===== config.mk =====
export PLATFORM = sky130hd
export DESIGN_NAME = ahb_noc_arbiter
export DESIGN_NICKNAME = d
export VERILOG_FILES = /design/src/rtl/ahb_noc_pkg.sv /design/src/rtl/ahb_noc_rr_pick.sv /design/src/rtl/ahb_noc_arbiter.sv
export SDC_FILE = /design/constraint.sdc
export NUM_CORES = 1
export LEC_CHECK = 0
export CAP_MARGIN = 20
export CORE_ASPECT_RATIO = 1.2
export CORE_MARGIN = 4
export CORE_UTILIZATION = 33
export DETAILED_ROUTE_END_ITERATION = 16
export PLACE_DENSITY = 0.68
export SETUP_SLACK_MARGIN = 0.4
export SYNTH_ARGS = -nofsm -noshare
export SYNTH_HDL_FRONTEND = slang
export SYNTH_SLANG_ARGS = --single-unit

===== constraint.sdc =====
create_clock -name HCLK -period 3.45 [get_ports HCLK]
set_input_delay 0.69 -clock HCLK [delete_from_list [all_inputs] [get_ports HCLK]]
set_output_delay 0.69 -clock HCLK [all_outputs]
set_load 0.005 [all_outputs]

===== src/rtl/ahb_noc_pkg.sv =====
// ahb_noc_pkg: shared AHB transfer/burst encodings and arbiter state type
// Contents: htrans_e, hburst_e, arb_state_e, burst_beats() (beats left after a NONSEQ accept)
package ahb_noc_pkg;

    typedef enum logic [1:0] {
        HTRANS_IDLE   = 2'd0,
        HTRANS_BUSY   = 2'd1,
        HTRANS_NONSEQ = 2'd2,
        HTRANS_SEQ    = 2'd3
    } htrans_e;

    typedef enum logic [2:0] {
        HBURST_SINGLE = 3'd0,
        HBURST_INCR   = 3'd1,
        HBURST_WRAP4  = 3'd2,
        HBURST_INCR4  = 3'd3,
        HBURST_WRAP8  = 3'd4,
        HBURST_INCR8  = 3'd5,
        HBURST_WRAP16 = 3'd6,
        HBURST_INCR16 = 3'd7
    } hburst_e;

    typedef enum logic [1:0] {PARK, OWN, BURST, LOCKED} arb_state_e;

    function automatic logic [3:0] burst_beats(input hburst_e b);
        return (b == HBURST_WRAP4  || b == HBURST_INCR4)  ? 4'd3 :
               (b == HBURST_WRAP8  || b == HBURST_INCR8)  ? 4'd7 :
               (b == HBURST_WRAP16 || b == HBURST_INCR16) ? 4'd15 : 4'd0;
    endfunction

endpackage


===== src/rtl/ahb_noc_rr_pick.sv =====
// ahb_noc_rr_pick: combinational rotate-priority picker
// Ports: req (request vector), ptr (last winner, lowest priority) -> gnt (one-hot), idx, valid
module ahb_noc_rr_pick #(
    parameter int N = 4
) (
    input  logic [N-1:0]         req,
    input  logic [$clog2(N)-1:0] ptr,
    output logic [N-1:0]         gnt,
    output logic [$clog2(N)-1:0] idx,
    output logic                 valid
);
    localparam int W = $clog2(N);

    // Scan ptr+1 .. ptr+N so the previous winner is considered last
    always_comb begin
        valid = 1'b0;
        idx   = '0;
        for (int i = 1; i <= N; i++) begin
            if (!valid && req[(int'(ptr) + i) % N]) begin
                valid = 1'b1;
                idx   = W'((int'(ptr) + i) % N);
            end
        end
    end

    assign gnt = valid ? (N'(1) << idx) : '0;

endmodule


===== src/rtl/ahb_noc_arbiter.sv =====
// ahb_noc_arbiter: round-robin AHB-lite arbiter with burst/lock hold and data-phase tracking
// Ports: HCLK, HRESETn (async active-low), HBUSREQ/HLOCK/HTRANS_M/HBURST_M per master, HREADY;
//        outputs HGRANT (one-hot), HMASTER, HMASTER_D, HMASTLOCK, all registered.
// Option: AHB_NOC_ARB_STATS_EN adds stat_clr (in) and stat_grants (32-bit per-master grant counts).
module ahb_noc_arbiter
    import ahb_noc_pkg::*;
#(
    parameter int NUM_MASTERS = 4,
    parameter int DEF_MASTER  = 0
) (
    input  logic                           HCLK,
    input  logic                           HRESETn,
    input  logic [NUM_MASTERS-1:0]         HBUSREQ,
    input  logic [NUM_MASTERS-1:0]         HLOCK,
    input  logic [2*NUM_MASTERS-1:0]       HTRANS_M,
    input  logic [3*NUM_MASTERS-1:0]       HBURST_M,
    input  logic                           HREADY,
    output logic [NUM_MASTERS-1:0]         HGRANT,
    output logic [$clog2(NUM_MASTERS)-1:0] HMASTER,
    output logic [$clog2(NUM_MASTERS)-1:0] HMASTER_D,
    output logic                           HMASTLOCK
`ifdef AHB_NOC_ARB_STATS_EN
    ,
    input  logic                           stat_clr,
    output logic [NUM_MASTERS-1:0][31:0]   stat_grants
`endif
);
    localparam int W = $clog2(NUM_MASTERS);
    localparam logic [NUM_MASTERS-1:0] DEF_OH = NUM_MASTERS'(1) << DEF_MASTER;

    arb_state_e             state, state_n;
    logic [W-1:0]           ptr, ptr_n, master_n, master_d_n, win;
    logic [NUM_MASTERS-1:0] grant_n, win_oh;
    logic [3:0]             beats, beats_n, beats_acc;
    logic                   lock_n, arb, valid, olock, oreq;
    htrans_e                otrans;
    hburst_e                oburst;

    assign otrans = htrans_e'(HTRANS_M[2*int'(HMASTER) +: 2]);
    assign oburst = hburst_e'(HBURST_M[3*int'(HMASTER) +: 3]);
    assign olock  = HLOCK[HMASTER];
    assign oreq   = HBUSREQ[HMASTER];

    ahb_noc_rr_pick #(.N(NUM_MASTERS)) u_pick (
        .req   (HBUSREQ),
        .ptr   (ptr),
        .gnt   (win_oh),
        .idx   (win),
        .valid (valid)
    );

    // Beats left once the current owner's transfer is accepted
    assign beats_acc = (otrans == HTRANS_NONSEQ) ? burst_beats(oburst) :
                       (otrans == HTRANS_SEQ && beats != 4'd0) ? beats - 4'd1 : beats;

    // An unlocked SINGLE completes in one beat, so it releases the bus like a burst end
    assign arb = (state == PARK) ||
                 (state == OWN && (otrans == HTRANS_IDLE || !oreq ||
                                   (otrans == HTRANS_NONSEQ && oburst == HBURST_SINGLE && !olock))) ||
                 (state == BURST && beats_acc == 4'd0) ||
                 (state == LOCKED && !olock);

    always_comb begin
        state_n    = state;
        ptr_n      = ptr;
        beats_n    = beats;
        master_n   = HMASTER;
        master_d_n = HMASTER_D;
        grant_n    = HGRANT;
        lock_n     = HMASTLOCK;
        if (HREADY) begin
            master_d_n = HMASTER;
            beats_n    = beats_acc;
            if (arb) begin
                state_n  = valid ? OWN : PARK;
                ptr_n    = valid ? win : ptr;
                master_n = valid ? win : W'(DEF_MASTER);
                grant_n  = valid ? win_oh : DEF_OH;
                beats_n  = 4'd0;
                lock_n   = 1'b0;
            end else begin
                state_n = (state == LOCKED) ? LOCKED :
                          (otrans != HTRANS_NONSEQ) ? state :
                          olock ? LOCKED :
                          (burst_beats(oburst) != 4'd0) ? BURST : OWN;
                lock_n  = (state_n == LOCKED);
            end
        end
    end

    always_ff @(posedge HCLK or negedge HRESETn) begin
        if (!HRESETn) begin
            state     <= PARK;
            ptr       <= W'(DEF_MASTER);
            beats     <= 4'd0;
            HMASTER   <= W'(DEF_MASTER);
            HMASTER_D <= W'(DEF_MASTER);
            HGRANT    <= DEF_OH;
            HMASTLOCK <= 1'b0;
        end else begin
            state     <= state_n;
            ptr       <= ptr_n;
            beats     <= beats_n;
            HMASTER   <= master_n;
            HMASTER_D <= master_d_n;
            HGRANT    <= grant_n;
            HMASTLOCK <= lock_n;
        end
    end

`ifdef AHB_NOC_ARB_STATS_EN
    // A handover is a grant leaving PARK or moving to a different master
    always_ff @(posedge HCLK or negedge HRESETn) begin
        if (!HRESETn)
            stat_grants <= '0;
        else if (stat_clr)
            stat_grants <= '0;
        else if (HREADY && arb && valid && (state == PARK || win != HMASTER))
            stat_grants[win] <= stat_grants[win] + 32'd1;
    end
`endif

endmodule


# Yosys cells after proc, flatten, opt, wreduce, memory -nomap -nowiden
# Cells that the tools add are included.
dict set report op_classes {
  n_shift 3
  reduce_logical 34
  n_eq_ne 13
  mul 1
  magnitude_cmp 5
  bitwise_logic 4
  muxes 39
  n_addsub 5
}
# cell count
set ops {}
lappend ops {{4-bit two-way mux} 7}
lappend ops {{2-bit two-way mux} 10}
lappend ops {{3-bit by 4-bit < comparator with 1-bit output, second input constant} 4}
lappend ops {{1-bit two-way mux} 16}
lappend ops {{1-bit binary-select mux with 2-bit select} 6}
lappend ops {{3-bit == test, second input constant} 4}
lappend ops {{12-bit by 5-bit indexed part select with 3-bit output} 1}
lappend ops {{2-bit == test, second input constant} 5}
lappend ops {{1-bit logical AND} 9}
lappend ops {{1-bit logical OR} 8}
lappend ops {{4-bit nonzero test} 2}
lappend ops {{2-bit OR reduction} 4}
lappend ops {{8-bit by 4-bit indexed part select with 2-bit output} 1}
lappend ops {{3-bit by 2-bit == test with 1-bit output, second input constant} 2}
lappend ops {{1-bit logical NOT} 5}
lappend ops {{2-bit by 1-bit adder with 2-bit output, second input constant} 2}
lappend ops {{2-bit adder, second input constant} 2}
lappend ops {{1-bit bitwise AND, first input constant} 4}
lappend ops {{2-bit logical NOT} 2}
lappend ops {{4-bit logical NOT} 1}
lappend ops {{2-bit by 2-bit multiplier with 4-bit output, first input constant} 1}
lappend ops {{1-bit by 2-bit left shift with 4-bit output, first input constant} 1}
lappend ops {{4-bit by 1-bit subtractor with 4-bit output, second input constant} 1}
lappend ops {{3-bit logical NOT} 1}
lappend ops {{other kinds (5)} 5}
dict set report totals {
  word_cells 111
  reg_bits 17
  output_inout_bits 9
}

# Longest topological paths before layout
# Gate-level depths: netlist of the first run.
dict set report depth {
  depth_word 18
  depth_mapped 8
}

# Cells and area by module
# From an unflattened synthesis of the first run, not the netlist that was laid out.
dict set report hier_totals {
  cells_unflattened 138
  area_unflattened_um2 1436.4
}
# mod seq_area_each_um2 cells_per_inst instances area_per_inst_um2
set by_module_without_submodules {}
lappend by_module_without_submodules {ahb_noc_arbiter 426.7 108 1 1234.9}
lappend by_module_without_submodules {ahb_noc_rr_pick 0.0 30 1 201.4}

# Least setup slack after synthesis of the first run
# OpenSTA, ideal clock, no wires.
dict set report synth_path {
  path_kind {input -> register}
  startpoint {input port HTRANS_M[7]}
  endpoint {register state[0]}
  required_ns 3.366
  t_arrival_ns 2.715
  slack_ns 0.651
  cell_stages 6
  path_cell_list {mux4_2 and4_4 or4_4 or4_4 a41o_1 a41oi_2}
}
dict set report synth_between {
  elab_chain_cells 10
}
# item line_no
set synth_lines {}
lappend synth_lines {{start, declared} ahb_noc_arbiter.sv:15} ;# input logic [2*NUM_MASTERS-1:0] HTRANS_M,
lappend synth_lines {{8-bit by 4-bit indexed part select with 2-bit output *} ahb_noc_arbiter.sv:39} ;# assign otrans = htrans_e'(HTRANS_M[2*int'(HMASTER) +: 2]);
lappend synth_lines {{2-bit == test, on equally long branches} {ahb_noc_arbiter.sv:54, ahb_noc_arbiter.sv:53, ahb_noc_arbiter.sv:59}}
lappend synth_lines {{1-bit logical AND, on equally long branches} {ahb_noc_arbiter.sv:54, ahb_noc_arbiter.sv:59}}
lappend synth_lines {{4-bit two-way mux or 1-bit logical AND (tied branches)} {ahb_noc_arbiter.sv:54, ahb_noc_arbiter.sv:59}}
lappend synth_lines {{4-bit two-way mux or 1-bit logical OR (tied branches)} {ahb_noc_arbiter.sv:53, ahb_noc_arbiter.sv:58}}
lappend synth_lines {{4-bit logical NOT or 1-bit logical AND (tied branches)} {ahb_noc_arbiter.sv:60, ahb_noc_arbiter.sv:58}}
lappend synth_lines {{1-bit logical AND or 1-bit logical OR (tied branches)} {ahb_noc_arbiter.sv:60, ahb_noc_arbiter.sv:57}}
lappend synth_lines {{1-bit logical OR} ahb_noc_arbiter.sv:59} ;# (otrans == HTRANS_NONSEQ && oburst == HBURST_SINGLE && !olock))) ||
lappend synth_lines {{1-bit logical OR} ahb_noc_arbiter.sv:60} ;# (state == BURST && beats_acc == 4'd0) ||
lappend synth_lines {{2-bit two-way mux *} ahb_noc_arbiter.sv:74} ;# if (arb) begin
lappend synth_lines {{end signal, assigned} ahb_noc_arbiter.sv:101} ;# state <= state_n;
lappend synth_lines {{end, declared} ahb_noc_arbiter.sv:31} ;# arb_state_e state, state_n;
# Mark *: on every way between the ends. The rest lies on a longest branch, timed or not.
# A chain may end at the register's enable or synchronous reset.

# Worst setup path after layout of the first run
dict set report layout_path {
  startpoint {input port HTRANS_M[6]}
  endpoint {register HGRANT[3]}
}
dict set report layout_between {
  elab_chain_cells 10
}
# item line_no
set layout_lines {}
lappend layout_lines {{8-bit by 4-bit indexed part select with 2-bit output *} ahb_noc_arbiter.sv:39}
lappend layout_lines {{2-bit == test, on equally long branches} {ahb_noc_arbiter.sv:54, ahb_noc_arbiter.sv:53, ahb_noc_arbiter.sv:59}}
lappend layout_lines {{1-bit logical AND, on equally long branches} {ahb_noc_arbiter.sv:54, ahb_noc_arbiter.sv:59}}
lappend layout_lines {{4-bit two-way mux or 1-bit logical AND (tied branches)} {ahb_noc_arbiter.sv:54, ahb_noc_arbiter.sv:59}}
lappend layout_lines {{4-bit two-way mux or 1-bit logical OR (tied branches)} {ahb_noc_arbiter.sv:53, ahb_noc_arbiter.sv:58}}
lappend layout_lines {{4-bit logical NOT or 1-bit logical AND (tied branches)} {ahb_noc_arbiter.sv:60, ahb_noc_arbiter.sv:58}}
lappend layout_lines {{1-bit logical AND or 1-bit logical OR (tied branches)} {ahb_noc_arbiter.sv:60, ahb_noc_arbiter.sv:57}}
lappend layout_lines {{1-bit logical OR *} ahb_noc_arbiter.sv:59}
lappend layout_lines {{1-bit logical OR *} ahb_noc_arbiter.sv:60}
lappend layout_lines {{2-bit AND reduction (no source line) *} -}
lappend layout_lines {{end signal, assigned} ahb_noc_arbiter.sv:106} ;# HGRANT <= grant_n;
lappend layout_lines {{end, declared} ahb_noc_arbiter.sv:18} ;# output logic [NUM_MASTERS-1:0] HGRANT,
# Marked as above.

==> results.sh, run 1 <==
export IMPL_status="completed"
export IMPL_dpl_worst_slack_ns=0.1429
export IMPL_multi_input_area_um2=753.2
export IMPL_cap_viol_max_count=0
export IMPL_ys_seq_area_frac=0.3410
export IMPL_start_util=0.3444
export IMPL_synthCells=125
export IMPL_worstSetupPathType="input port to flop"
export IMPL_crit_buf_inv=1
export IMPL_yosysWarnings=0
export IMPL_portBuffers=39
export IMPL_final_max_slew_violation_count=0
export IMPL_critical_path_cell_chain="clkdlybuf4s50_1 -> mux4_2 -> and4_4 -> or4_4 -> nor4_2 -> o21ai_2 -> mux2_2"
export IMPL_fmax_mhz=334.7
export IMPL_coreArea_um2=3633
export IMPL_htreeDepth=1
export IMPL_ys_seq_elements=17
export IMPL_p_per_area_nw_per_um2=814.7
export IMPL_final_nets=200
export IMPL_irDropWorstVdd_v=0.0003801
export IMPL_clk_pin_slew_worst_paths_ns=0.07
export IMPL_grt_overflow_total=0
export IMPL_cts_root_buf="clkbuf_8"
export IMPL_clockBufferDepth=2
export IMPL_cts_sinks=17
export IMPL_synth_edff_count=0
export IMPL_drive_above_1_share=0.2036
export IMPL_cts_buffers=3
export IMPL_ys_types=42
export IMPL_p_int_mw=0.8412
export IMPL_post_drt_via_cell_ratio=5.365
export IMPL_combPwrFrac=0.614
export IMPL_end_kind="flop"
export IMPL_worst_pin_slew_ns=0.7854
export IMPL_antennaDiodeCount=0
export IMPL_antenna_found_initial=0
export IMPL_synth_top_cell_by_area="dfrtp_1"
export IMPL_avgSynthCellArea_um2=10.01
export IMPL_pwr_share_clk=0.110
export IMPL_cp_num_cells=7
export IMPL_cp_slowest_cell="mux4_2"
export IMPL_synthFlopType="dfrtp_1"
export IMPL_synthArstFlopShare=1.000
export IMPL_clk_latency_ns=0.26
export IMPL_firstDrtPassIters=4
export IMPL_drt_total_wl_um=3412
export IMPL_swShare=0.4160
export IMPL_post_route_min_period_ns=2.988
export IMPL_ctsHoldBuffers=0
export IMPL_drc=0
export IMPL_hold_depth=1
export IMPL_synth_compound_gate_area_share=0.1970
export IMPL_path_delay_family="simple AND/OR/NAND/NOR gates"
export IMPL_cp_start_kind="input port"
export IMPL_rsz0062_at_grt="yes"
export IMPL_area_growth_pct=41.30
export IMPL_antenna_left=0
export IMPL_crit_arrival_ns=3.14
export IMPL_switchingPower_mw=0.5991
export IMPL_final_setup_worst_slack_ns=0.4618
export IMPL_yosys_area_top_type_share=0.3200
export IMPL_syn_nets=157
export IMPL_synth_top_family_by_area="multiplexers"
export IMPL_tns_ns=0
export IMPL_pin_count=40
export IMPL_place_congestion=0.7916
export IMPL_finalCritPeriodShare=0.8661
export IMPL_die_area_um2=4845
export IMPL_clock_skew_ns=0.002244
export IMPL_dp_hpwl_um=2712
export IMPL_worstPathRequired_ns=3.60
export IMPL_yosys_area_share_simple=0.1750
export IMPL_grt_max_degree=18
export IMPL_drt_iter0_drc=57
export IMPL_ff_latch_area_um2=426.7
export IMPL_grtUsageTotal=0.1479
export IMPL_reg2reg_depth=8
export IMPL_synth_xor_area_frac=0
export IMPL_fillers=350
export IMPL_dieWidth_um=64.21
export IMPL_row_count=24
export IMPL_synthAdderAreaFrac=0.01000
export IMPL_critical_path_max_stage_delay_ns=0.51
export IMPL_p_leak_nw=0.7045
export IMPL_synthTopCellsByArea="dfrtp_1, mux4_2, mux2_2, inv_1, o21ai_0"
export IMPL_grt_pass1_vias=1235
export IMPL_slew_headroom=0.4748
export IMPL_hp_class="flop to flop"
export IMPL_muxShareOfSynthArea=0.2130
export IMPL_pwr_share_seq=0.276
export IMPL_worstPathMaxFanout=6
export IMPL_grt_pass1_wl_um=5513
export IMPL_wire_per_inst_um=15.58
export IMPL_cts_tree="done"
export IMPL_die_h_um=75.45
export IMPL_syn_area_um2=1251
export IMPL_hold_viol=0
export IMPL_vias=1175
export IMPL_setup_viol=0
==> cell type report <==
| class | instances | area share |
|---|---|---|
| multi-input cells | 89 | 0.4260 |
| inverters | 13 | 0.02760 |
| clock buffers | 3 | 0.02335 |
| repair buffers | 44 | 0.2420 |
| well taps | 52 | 0.03680 |
| clock inverters | 1 | 0.002831 |
| flip-flops and latches | 17 | 0.2413 |
==> Yosys cell counts, types with 3 or more instances <==
library cell / number
mux2_2: 7
nand3_1: 5
mux2i_1: 3
nand2_1: 6
nor2_1: 8
mux4_2: 7
a21oi_1: 4
clkbuf_1: 4
dfrtp_1: 16
o2bb2ai_1: 4
o22ai_1: 3
o21ai_0: 9
inv_1: 13
==> state kept, by name, summed over array words and instances, names as in the netlist <==
signal / count
HMASTLOCK: 1
beats: 4
HGRANT: 4
ptr: 2
HMASTER: 2
HMASTER_D: 2
state: 2
==> what timing repair did <==
action / in CTS / in global routing
setup endpoints to repair: 0 / 8
buffers inserted: 0 / 1
gates resized for setup: 0 / 3
==> power by group through the flow <==
| stage | Clock, mW | Sequential, mW | Combinational [mW] |
|---|---|---|---|
| 3_3_place_gp | 0 | 0.394 | 0.838 |
| 5_1_grt | 0.168 | 0.410 | 0.968 |
| 2_1_floorplan | 0 | 0.355 | 0.616 |
| 6_report | 0.158 | 0.398 | 0.884 |
| 3_5_place_dp | 0 | 0.399 | 0.859 |
| 4_1_cts | 0.162 | 0.397 | 0.864 |
==> path summary, 6_finish.rpt <==
check	to	start	slack (ns)
max reg2reg	HGRANT[3]	beats[1]	0.54
max	HGRANT[3]	HTRANS_M[6]	0.46
min	HMASTER_D[1]	HMASTER_D[1]	0.52
min in group asynchronous	beats[0]	HRESETn	0.88
max in group asynchronous	HGRANT[3]	HRESETn	2.08
min reg2reg	HMASTER_D[1]	HMASTER_D[1]	0.52
==> placed cells by master, fill, tap and decap left out, types with 2 or more instances in the layout <==
cell,count
nand2b_1,2
or4_4,2
o21ai_0,9
o2bb2ai_1,4
a21boi_0,2
nor3_1,2
mux4_2,7
nand3_1,5
mux2i_1,3
mux2_2,7
nor4bb_1,2
buf_4,5
a21oi_1,4
inv_1,12
clkdlybuf4s50_1,39
nand2_1,5
o22ai_1,3
dfrtp_1,16
o211ai_1,2
clkbuf_8,3
a31oi_1,2
nor2_1,8
==> through the flow <==
stage / utilization / std cells / power, mW / hold slack, ns / area [µm²]
final: 0.4866 / 219 / 1.440 / 0.5241 / 1768
after global routing: 0.4866 / 219 / 1.546 / 0.5343 / 1768
after CTS: 0.4821 / 218 / 1.424 / 0.5243 / 1752
after detailed placement: 0.4694 / 214 / 1.258 / 0.5062 / 1705
after global placement: 0.4694 / 214 / 1.232 / 0.4935 / 1705
after floorplan: - / 125 / 0.9717 / 0.3944 / 1251
==> routing by layer <==
layer	GRT usage	part of all wire	vias to the layer above
met1	0.1593	0.40	576
met5	0	0	-
met3	0.03835	0.048	6
met2	0.2801	0.54	29
met4	0.05634	0.014	0
li1	-	-	564
==> worst reg2reg max path, cell delays in order (launching register included) <==
cell,delay (ns)
dfrtp_1,0.41
inv_1,0.12
ha_1,0.22
or3b_2,0.50
and4_4,0.21
or4_4,0.48
nor4_2,0.37
o21ai_2,0.18
mux2_2,0.31
==> cells by family after synthesis <==
logic type	after synthesis
buffers and inverters	19
flip-flops	17
multiplexers	17
AO/OA/AOI/OAI	35
adder cells (fa/ha/maj)	1
AND/OR/NAND/NOR	36
Note: power is estimated with default switching activity, not from simulation.
==> run 2: changes to the inputs <==
CAP_MARGIN = default   (was 20)
==> results of run 2 <==
The final DEF is identical to that of run 1; final timing and power are the same.
==> run 3: changes to the inputs <==
ABC_CLOCK_PERIOD_IN_PS = 3450   (was default)
CORE_MARGIN = 3   (was 4)
==> run 3 against run 2 <==
Critical path depth up 1; combinational power rose by 6.6%; highest routed layer unchanged; clock power decreased by 5%; core utilization is 2.9 points higher; critical endpoint is now state[0].
==> results.sh, run 3 (synthesis results as in run 1) <==
export IMPL_rsz0062_at_grt="no"
export IMPL_die_area_um2=4569
export IMPL_drc=0
export IMPL_fmax_mhz=334.7
export IMPL_grt_busiest_layer="met2"
export IMPL_p_per_area_nw_per_um2=829.6
export IMPL_drt_iter0_drc=120
export IMPL_clk_latency_ns=0.25
export IMPL_worstSetupPathType="input port to flop"
export IMPL_dpl_worst_slack_ns=0.1458
export IMPL_coreArea_um2=3482
export IMPL_final_instance_count_excl_fill=217
export IMPL_hold_viol=0
export IMPL_dieWidth_um=62.21
export IMPL_area_growth_pct=43.60
export IMPL_antenna_left=0
export IMPL_grt_pass1_wl_um=5561
export IMPL_pin_count=40
export IMPL_power_mw=1.491
export IMPL_dp_hpwl_um=2615
export IMPL_drive_above_1_share=0.2096
export IMPL_cts_tree="done"
export IMPL_critical_path_cell_chain="clkdlybuf4s50_1 -> mux4_2 -> buf_6 -> mux2_2 -> o2bb2ai_2 -> or4_4 -> a41o_1 -> a41oi_2"
export IMPL_tns_ns=0
export IMPL_layout_cells_most_common="clkdlybuf4s50_1"
export IMPL_ctsHoldBuffers=0
export IMPL_setup_viol=0
export IMPL_die_h_um=73.45
export IMPL_grt_pass1_vias=1201
export IMPL_crit_buf_inv=2
export IMPL_cts_buffers=3
export IMPL_cp_start_kind="input port"
export IMPL_placed_cells=211
export IMPL_portBuffers=39
export IMPL_worst_pin_slew_ns=0.8084
export IMPL_path_delay_family="multiplexers"
export IMPL_clock_skew_ns=0.004067
export IMPL_start_util=0.3593
export IMPL_cp_slowest_cell="mux4_2"
export IMPL_status="completed"
export IMPL_grtUsageTotal=0.1544
export IMPL_final_max_slew_violation_count=0
export IMPL_grt_max_degree=19
export IMPL_post_route_min_period_ns=2.987
export IMPL_place_congestion=0.9362
export IMPL_grt_use_met3=0.02599
export IMPL_worstPathMaxFanout=9
export IMPL_final_nets=200
export IMPL_slew_headroom=0.4594
export IMPL_crit_arrival_ns=3.17
export IMPL_min_delay_start="HMASTER_D[1]"
export IMPL_htreeDepth=1
export IMPL_post_drt_via_cell_ratio=5.562
export IMPL_grt_overflow_total=0
export IMPL_critical_path_max_stage_delay_ns=0.53
export IMPL_grtUsageMet2=0.2632
export IMPL_vias=1207
export IMPL_reg_top3="HGRANT: 4 flops, beats: 4 flops"
export IMPL_finalCritPeriodShare=0.8659
export IMPL_antennaDiodeCount=0
export IMPL_cts_root_buf="clkbuf_8"
export IMPL_end_kind="flop"
export IMPL_timing_rr_end="state[0]"
export IMPL_worstPathRequired_ns=3.63
export IMPL_final_cell_mix="clkdlybuf4s50_1, dfrtp_1, inv_1"
export IMPL_hp_class="flop to flop"
export IMPL_regToRegSetupSlack_ns=0.55
export IMPL_clk_pin_slew_worst_paths_ns=0.07
export IMPL_p_leak_nw=0.7124
export IMPL_clockBufferDepth=2
export IMPL_irDropWorstVdd_v=0.0003400
export IMPL_antenna_found_initial=0
export IMPL_grt_use_met1=0.1922
export IMPL_firstDrtPassIters=4
export IMPL_cts_sinks=17
export IMPL_r2r_start="beats[0]"
export IMPL_hold_end="HMASTER_D[1]"
export IMPL_drt_total_wl_um=3412
export IMPL_reg2reg_depth=8
export IMPL_cap_viol_max_count=0
export IMPL_row_count=23
export IMPL_holdWs_ns=0.5085
export IMPL_cp_num_cells=8
export IMPL_wire_per_inst_um=15.72
export IMPL_hold_depth=1
export IMPL_final_setup_worst_slack_ns=0.4625
## run 3: how the worst max path moves through the flow
stage	slack, ns	from	endpoint
2_1_floorplan	0.65	HTRANS_M[7]	state[0]
3_3_place_gp	0.17	HTRANS_M[6]	state[0]
3_5_place_dp	0.15	HTRANS_M[6]	HGRANT[3]
4_1_cts	0.42	HTRANS_M[6]	HGRANT[3]
5_1_grt	0.39	HTRANS_M[5]	HGRANT[3]
6_report	0.46	HTRANS_M[6]	state[0]
## run 3: worst register-to-register path: stages, from the launching register on
cell and delay [ns]:
dfrtp_1 0.42, inv_2 0.12, ha_1 0.22, or3b_2 0.51, and4_4 0.21, or4_4 0.50
or4_4 0.44, a41o_1 0.27, a41oi_2 0.14
## run 3: per-stage QoR
step                      cell area, µm²  utilization
after detailed placement            1695       0.4869
after CTS                           1742       0.5002
after floorplan                     1251            -
after global routing                1797       0.5160
final                               1797       0.5160
after global placement              1695       0.4869
## run 3: layout make-up
type,instances,area [µm²]
Clock buffer,3,41.29
Clock inverter,1,5.005
Fill cell,311,1685
Inverter,13,48.80
Multi-Input combinational cell,89,777.0
Sequential cell,17,426.7
Tap cell,50,62.56
Timing Repair Buffer,44,435.4
## run 3: report_power, final
group	leakage [nW]	switching [mW]	internal (mW)
clock network	0.0255	0.0700	0.0802
registers	0.211	0.109	0.289
logic	0.476	0.446	0.496
total	0.712	0.626	0.865
## run 3: what timing repair did
item                                   CTS  global route
endpoints found under the hold margin    0             0
buffers inserted                         0             2
setup endpoints to repair                0             6
gates resized for setup                  0             9
## run 3: per-layer routing
metal	wire length, µm	share of wire
met2	1736	0.51
met5	0	0
met3	169	0.050
met4	78	0.023
met1	1427	0.42
